File: src/rtl/gtech_ao22_rr_mux.sv
// Two-source round-robin arbiter feeding an AO22 data merge into a single-entry
// output holding register with a valid/ready handshake toward one consumer.
module gtech_ao22_rr_mux #(
    parameter int unsigned WIDTH = 8
) (
    input  logic             CP,
    input  logic             RST,
    input  logic             REQ0,
    input  logic [WIDTH-1:0] DATA0,
    output logic             RDY0,
    input  logic             REQ1,
    input  logic [WIDTH-1:0] DATA1,
    output logic             RDY1,
    output logic [WIDTH-1:0] Z,
    output logic             ZV,
    input  logic             ZR,
    output logic             GSRC
);

    typedef enum logic {
        EMPTY = 1'b0,
        FULL  = 1'b1
    } state_t;

    state_t           state;
    logic             pri;
    logic [WIDTH-1:0] z_q;
    logic             gsrc_q;

    logic             acc;
    logic             g0;
    logic             g1;
    logic             xfer0;
    logic             xfer1;
    logic             xfer;
    logic [WIDTH-1:0] merge;

    // Grant depends only on requests and the pointer, never on RDYx.
    always_comb begin
        acc   = (state == EMPTY) | ZR;
        g0    = REQ0 & (~REQ1 | ~pri);
        g1    = REQ1 & (~REQ0 |  pri);
        RDY0  = g0 & acc & ~RST;
        RDY1  = g1 & acc & ~RST;
        xfer0 = REQ0 & RDY0;
        xfer1 = REQ1 & RDY1;
        xfer  = xfer0 | xfer1;
        merge = (DATA0 & {WIDTH{g0}}) | (DATA1 & {WIDTH{g1}});
    end

    // Output register FSM; pointer moves to the loser only on a real transfer.
    always_ff @(posedge CP or posedge RST) begin
        if (RST) begin
            state  <= EMPTY;
            pri    <= 1'b0;
            z_q    <= '0;
            gsrc_q <= 1'b0;
        end else begin
            if (xfer) begin
                z_q    <= merge;
                gsrc_q <= xfer1;
                pri    <= xfer0;
            end
            case (state)
                EMPTY: begin
                    if (xfer) begin
                        state <= FULL;
                    end
                end
                FULL: begin
                    if (ZR && !xfer) begin
                        state <= EMPTY;
                    end
                end
                default: state <= EMPTY;
            endcase
        end
    end

    assign Z    = z_q;
    assign ZV   = (state == FULL);
    assign GSRC = gsrc_q;

endmodule

File: config.mk
export PLATFORM = sky130hd
export DESIGN_NAME = gtech_ao22_rr_mux
export DESIGN_NICKNAME = d
export VERILOG_FILES = /design/src/rtl/gtech_ao22_rr_mux.sv
export SDC_FILE = /design/constraint.sdc
export NUM_CORES = 1
export LEC_CHECK = 0
export CAP_MARGIN = 20
export CELL_PAD_IN_SITES_DETAIL_PLACEMENT = 1
export CELL_PAD_IN_SITES_GLOBAL_PLACEMENT = 1
export CORE_MARGIN = 5
export CORE_UTILIZATION = 25
export DETAILED_ROUTE_END_ITERATION = 10
export PLACE_DENSITY_LB_ADDON = 0.1
export RECOVER_POWER = 25
export SYNTH_ARGS = -nofsm -noshare
export SYNTH_HDL_FRONTEND = slang
export SYNTH_SLANG_ARGS = --single-unit
File: constraint.sdc
create_clock -name CP -period 1.22 [get_ports CP]
set_input_delay 0.244 -clock CP [delete_from_list [all_inputs] [get_ports CP]]
set_output_delay 0.244 -clock CP [all_outputs]
set_load 0.03 [all_outputs]
==> flow_summary_export.csv, run 1 <==
group,metric,value,unit
layout,diodes,0,
setup_path,max_stage_delay,410,ps
route,drt_iter0_markers,8,
route,vias,552,
route,wl_per_cell,15.5,microns
setup_path,regToRegSetupSlack,-260,ps
synth,synth_edf_count,0,
synth,synth_cell_type_count,17,
timing,setup_viol,11,
placed_design,io_buffers,32,
layout,area_growth,86.8,%
cts,cts_max_path_buffers,2,
timing,skew,6.58,ps
die,core,2230,sq um
status,status,"complete, but fails checks",
synth,synth-seq-area-share,46.7,%
synth,yosysWarnings,0,
die,floorplan.initialDensity,26.4,%
route,ant_nets,0,
placed_design,hpwl,1440,microns
placed_design,place.gp.congestion,0.713,
layout,final_layout_size_suffix_gt1_share,50.0,%
die,die_area,3430,sq um
status,failed_checks,"negative setup slack",
cts,clk_latency,260,ps
synth,synth_flop_cell,"dfrtp_1",
die,die_h,58.6,microns
route,vias_per_cell,4.60,
timing,relSlewSlack,85.3,%
synth,synth_async_sr_flop_share,100,%
cts,clkSlewWorstSetupHoldPaths,70,ps
timing,tightest_slew,221,ps
setup_path,cp_slowest_cell,"dfrtp_2",
power,p_leak,0.000503,uW
timing,hold_viol_final,0,
global_route,grt_max_degree,11,
timing,fin_crit_sh,124,%
timing,fin_hold_ws,69.3,ps
setup_path,crit_chain,"nor2b_4 > or2_4 > nor2_4 > buf_6",
synth,yosys-top-cells-area,"dfrtp_1 47%, mux2_2 15%, a32o_1 14%, nor3b_4 3.2%, nor3_4 2.8%",
synth,synth.most_common_cell,"dfrtp_1",
setup_path,start_kind,"register",
die,fp.dieW,58.6,microns
setup_path,worstPathRequired,980,ps
cts,cts_tree,"done",
timing,fmax,660,MHz
synth,synth_top_area_share,46.7,%
timing,rsz0062_at_grt,"true",
job,maxCapViolations,0,
synth,synth-seq-cells,11,
setup_path,end_kind,"output pin",
synth,synthCells,45,
route,wl,1860,microns
global_route,grt_use_total,11.8,%
global_route,grt_pass1_vias,636,
route,drc,0,
cts,clkSinkCount,11,
setup_path,crit_family,"simple AND/OR/NAND/NOR gates",
timing,setup_slack,-295,ps
setup_path,crit_type,"reg -> out",
cts,cts_max_level,1,
route,firstDrtPassIters,4,
global_route,grt-ovfl-total,0,
layout,final_nets,114,
global_route,grt_pass1_wl,3060,microns
placed_design,placed_cells,114,
layout,final_cell_count_no_fill,120,
cts,cts_buffers,3,
timing,min_period,1520,ps
synth,syn_avg_cell_area,13.1,sq um
setup_path,cp.arrival,1270,ps
synth,synth.largest_area_cell,"dfrtp_1",
worst_hold_path,hold_class,"in -> async",
die,rows,17,
setup_path,crit_fanout,3,
synth,synth_fp_nets,66,
synth,ys_top_cells_by_count,"11 x dfrtp_1, 8 x a32o_1, 8 x mux2_2",
timing,maxSlewViolCount,0,
power,pwr_density_cell,1360,nW/um^2
synth,syn_area,589,sq um
power,ir_drop,739,uV
cts,cts_root_buffer,"clkbuf_4",
die,ios,33,
power,power.total,1490,uW
global_route,antenna_found_initial,0,
setup_path,path_buf_inv,1,
cell families (layout without fill, tap and decap cells):
| family | after synthesis | after routing | share of synthesized area [%] |
|---|---|---|---|
| compound gates | 12 | 12 | 18.7 |
| flops | 11 | 11 | 46.7 |
| mux | 8 | 8 | 15.3 |
| buf+inv | 5 | 52 | 4.67 |
| simple gates | 9 | 9 | 14.6 |
metal layers:
metal / vias to the layer above / GRT usage, % / wire, microns
met5: - / 0 / 0
met4: 0 / 1.99 / 0
met3: 0 / 2.41 / 84
met2: 11 / 21.4 / 1040
met1: 273 / 14.3 / 738
li1: 268 / - / -
report_power, final:
part | leakage [uW] | switching, uW | internal [uW]
Combinational | 0.000354 | 356 | 381
Clock | 0.0000150 | 118 | 126
Sequential | 0.000133 | 57.9 | 453
Total | 0.000503 | 532 | 960
what timing repair did:
action                                  in CTS  in global routing
endpoints found under the setup margin      13                 12
buffers inserted                             3                  2
pin swaps                                    1                  5
gates cloned                                 0                  0
hold buffers                                 0                  0
gates resized for setup                     16                  4
cell usage in the layout (no fill, tap or decap), types with 2 or more instances in the layout:
| cell | instances |
|---|---|
| dlygate4sd2_1 | 2 |
| inv_1 | 3 |
| buf_6 | 4 |
| mux2_4 | 8 |
| clkbuf_4 | 3 |
| a32o_1 | 8 |
| buf_4 | 19 |
| dfrtp_1 | 9 |
| dfrtp_2 | 2 |
| clkbuf_1 | 3 |
| clkdlybuf4s50_1 | 17 |
worst paths after layout:
check                                  from                to  depth (start not counted)
max reg2reg                    ZV$_DFF_PP0_  Z[3]$_DFFE_PP0P_                          5
max                            ZV$_DFF_PP0_              RDY1                          4
min                                     RST  GSRC$_DFFE_PP0P_                          3
max in group asynchronous               RST  Z[4]$_DFFE_PP0P_                          4
min in group CP            Z[6]$_DFFE_PP0P_  Z[6]$_DFFE_PP0P_                          1
min reg2reg                Z[6]$_DFFE_PP0P_  Z[6]$_DFFE_PP0P_                          1
registers in the layout, summed over array words and instances, names as in the netlist:
| signal | flops |
|---|---|
| Z | 8 |
| pri | 1 |
| ZV | 1 |
| GSRC | 1 |
worst register-to-register path, stage by stage, from the launching register on:
cell     delay [ps]
dfrtp_2         410
nor2b_4         140
buf_4           140
nor3_4          210
buf_12          160
mux2_4          300
final cells by class:
cell class / instances / area, sq um
repair buffers: 45 / 403
multi-input cells: 29 / 348
inverters: 3 / 11.3
flip-flops and latches: 11 / 278
fillers: 251 / 1130
well taps: 28 / 35.0
clock buffers: 4 / 26.3
through the flow:
stage	util (%)	setup WS, ps	setup TNS [ps]	instance area [sq um]
finish	49.3	-295	-2780	1100
global route	49.3	-340	-3190	1100
CTS	49.2	-322	-2990	1100
detailed placement	45.2	-452	-5380	1010
global placement	45.2	-441	-5260	1010
floorplan	-	-228	-2150	606
Note: power is estimated with default switching activity, not from simulation.
==> run 2: changes to the inputs <==
--- a/config.mk
+++ b/config.mk
@@ -10,6 +10,7 @@
 export CELL_PAD_IN_SITES_GLOBAL_PLACEMENT = 1
 export CORE_MARGIN = 5
 export CORE_UTILIZATION = 25
+export CTS_BUF_LIST = sky130_fd_sc_hd__clkbuf_16
 export DETAILED_ROUTE_END_ITERATION = 10
 export PLACE_DENSITY_LB_ADDON = 0.1
 export RECOVER_POWER = 25
==> flow_summary_export.csv, run 2 (synthesis results as in run 1) <==
group,metric,value,unit
status,status,"complete, but fails checks",
status,failed_checks,"negative setup slack",
global_route,antenna_found_initial,0,
setup_path,cp.arrival,1250,ps
cts,clkSinkCount,11,
setup_path,crit_type,"reg -> out",
setup_path,timing.rr.start,"ZV$_DFF_PP0_",
timing,setup_viol,13,
setup_path,max_stage_delay,400,ps
setup_path,crit_family,"simple AND/OR/NAND/NOR gates",
cts,cts_buffers,3,
timing,tightest_slew,250,ps
cts,cts_max_path_buffers,2,
route,firstDrtPassIters,2,
die,floorplan.initialDensity,26.4,%
cts,clk_latency,230,ps
timing,hold_viol_final,0,
route,wl_per_cell,16.5,microns
power,pwr-share-clk,31.7,%
global_route,grt_pass1_wl,3350,microns
global_route,grt-ovfl-total,0,
timing,fin_crit_sh,122,%
route,vias_per_cell,4.59,
timing,setup_tns,-2400,ps
power,ir_drop,1050,uV
layout,post-route-util,52.8,%
layout,largest_reg_flops,8,
power,p_leak,0.000552,uW
route,wl,2030,microns
power,seq_power_share,27.8,%
timing,relSlewSlack,83.2,%
route,drc,0,
die,die_area,3430,sq um
route,ant_nets,0,
global_route,grt_use_total,12.8,%
layout,multi_input_area,344,sq um
setup_path,regToRegSetupSlack,-220,ps
placed_design,place.gp.congestion,0.713,
setup_path,worstPathRequired,980,ps
worst_hold_path,hold_class,"in -> async",
cts,cts_root_buffer,"clkbuf_16",
power,power.total,1840,uW
placed_design,placed_cells,114,
setup_path,end_kind,"output pin",
layout,final_common_cell,"buf_4",
global_route,grt_max_degree,11,
setup_path,rr_endpoint,"Z[3]$_DFFE_PP0P_",
cts,clkSlewWorstSetupHoldPaths,40,ps
setup_path,path_buf_inv,1,
power,netSwitchingFraction,31.1,%
layout,diodes,0,
placed_design,hpwl,1440,microns
setup_path,crit_chain,"nor2b_4 > or2_4 > nor2_4 > buf_6",
power,switchingPower,572,uW
power,p_int,1270,uW
power,pwr_density_cell,1560,nW/um^2
route,drt_iter0_markers,12,
cts,cts_max_level,1,
die,rows,17,
setup_path,crit_path_start,"ZV$_DFF_PP0_",
setup_path,cp_slowest_cell,"dfrtp_2",
layout,regArea,278,sq um
setup_path,reg2regPathDepth,5,
route,vias,565,
job,maxCapViolations,0,
layout,final_nets,117,
timing,min_period,1490,ps
die,ios,33,
die,core,2230,sq um
timing,setup_slack,-271,ps
layout,area_growth,100,%
layout,final_layout_size_suffix_gt1_share,52.6,%
global_route,grt_pass1_vias,666,
timing,fmax,671,MHz
power,pwr-share-comb,40.5,%
layout,final_cell_mix,"19 x buf_4, 16 x clkdlybuf4s50_1, 9 x dfrtp_1",
placed_design,io_buffers,32,
setup_path,start_kind,"register",
timing,rsz0062_at_grt,"true",
timing,maxSlewViolCount,0,
timing,skew,0.736,ps
layout,fill_cells,246,
die,fp.dieW,58.6,microns
timing,fin_hold_ws,258,ps
setup_path,crit_fanout,4,
cts,cts_tree,"done",
die,die_h,58.6,microns
layout,final_cell_count_no_fill,123,
-- run 2: cell count changes in the layout (fill, tap and decap cells not counted), sizes merged --
cell,previous run,this run
buf,24,27
clkbuf,6,4
clkdlybuf4s50,17,16
dlygate4sd2,2,4
inv,3,4
-- run 2: worst max path at each step --
stage | to | depth (start not counted) | slack, ps
2_1_floorplan | Z[0]$_DFFE_PP0P_ | 3 | -230
3_3_place_gp | Z[7]$_DFFE_PP0P_ | 5 | -440
3_5_place_dp | Z[3]$_DFFE_PP0P_ | 5 | -450
4_1_cts | RDY0 | 4 | -280
5_1_grt | RDY0 | 4 | -300
6_report | RDY1 | 4 | -270
-- run 2: what timing repair did --
action                                 in CTS  in global routing
endpoints found under the hold margin       0                  0
hold buffers                                0                  0
buffers inserted                            5                  2
cloned                                      1                  0
pin swaps                                   2                  7
gates resized for setup                    11                 15
setup endpoints to repair                  13                 13
-- run 2: worst reg2reg max path, stage by stage (launching register included) --
cell     delay, ps
dfrtp_2        400
nor2b_4        140
buf_6          120
nor3_4         190
buf_6          170
mux2_4         310
-- run 2: power by group through the flow --
| stage | combinational (uW) | sequential [uW] | clock (uW) |
|---|---|---|---|
| after floorplan | 218 | 661 | 0 |
| after global placement | 659 | 507 | 0 |
| after detailed placement | 667 | 509 | 0 |
| after CTS | 717 | 507 | 599 |
| after global routing | 787 | 524 | 619 |
| final | 746 | 512 | 584 |
-- run 2: area by class of cell --
class                           instances  share of cell area [%]
Sequential cell                        11                    23.6
Clock inverter                          1                   0.318
Timing Repair Buffer                   48                    36.6
Tap cell                               28                    2.97
Clock buffer                            3                    6.37
Multi-Input combinational cell         29                    29.2
Inverter                                3                   0.955
-- run 2: per-layer routing --
metal	up-vias	track usage, %	routed length, microns	part of all wire [%]
li1	274	-	-	-
met2	9	23.8	1140	56
met5	-	0	0	0
met4	0	1.99	0	0
met3	0	2.41	71	3.5
met1	282	15.5	824	41
-- run 2: metrics by stage --
step	setup WS (ps)	area (sq um)
4_1_cts	-281	1160
3_3_place_gp	-441	1010
6_report	-271	1180
2_1_floorplan	-228	606
5_1_grt	-299	1180
3_5_place_dp	-452	1010
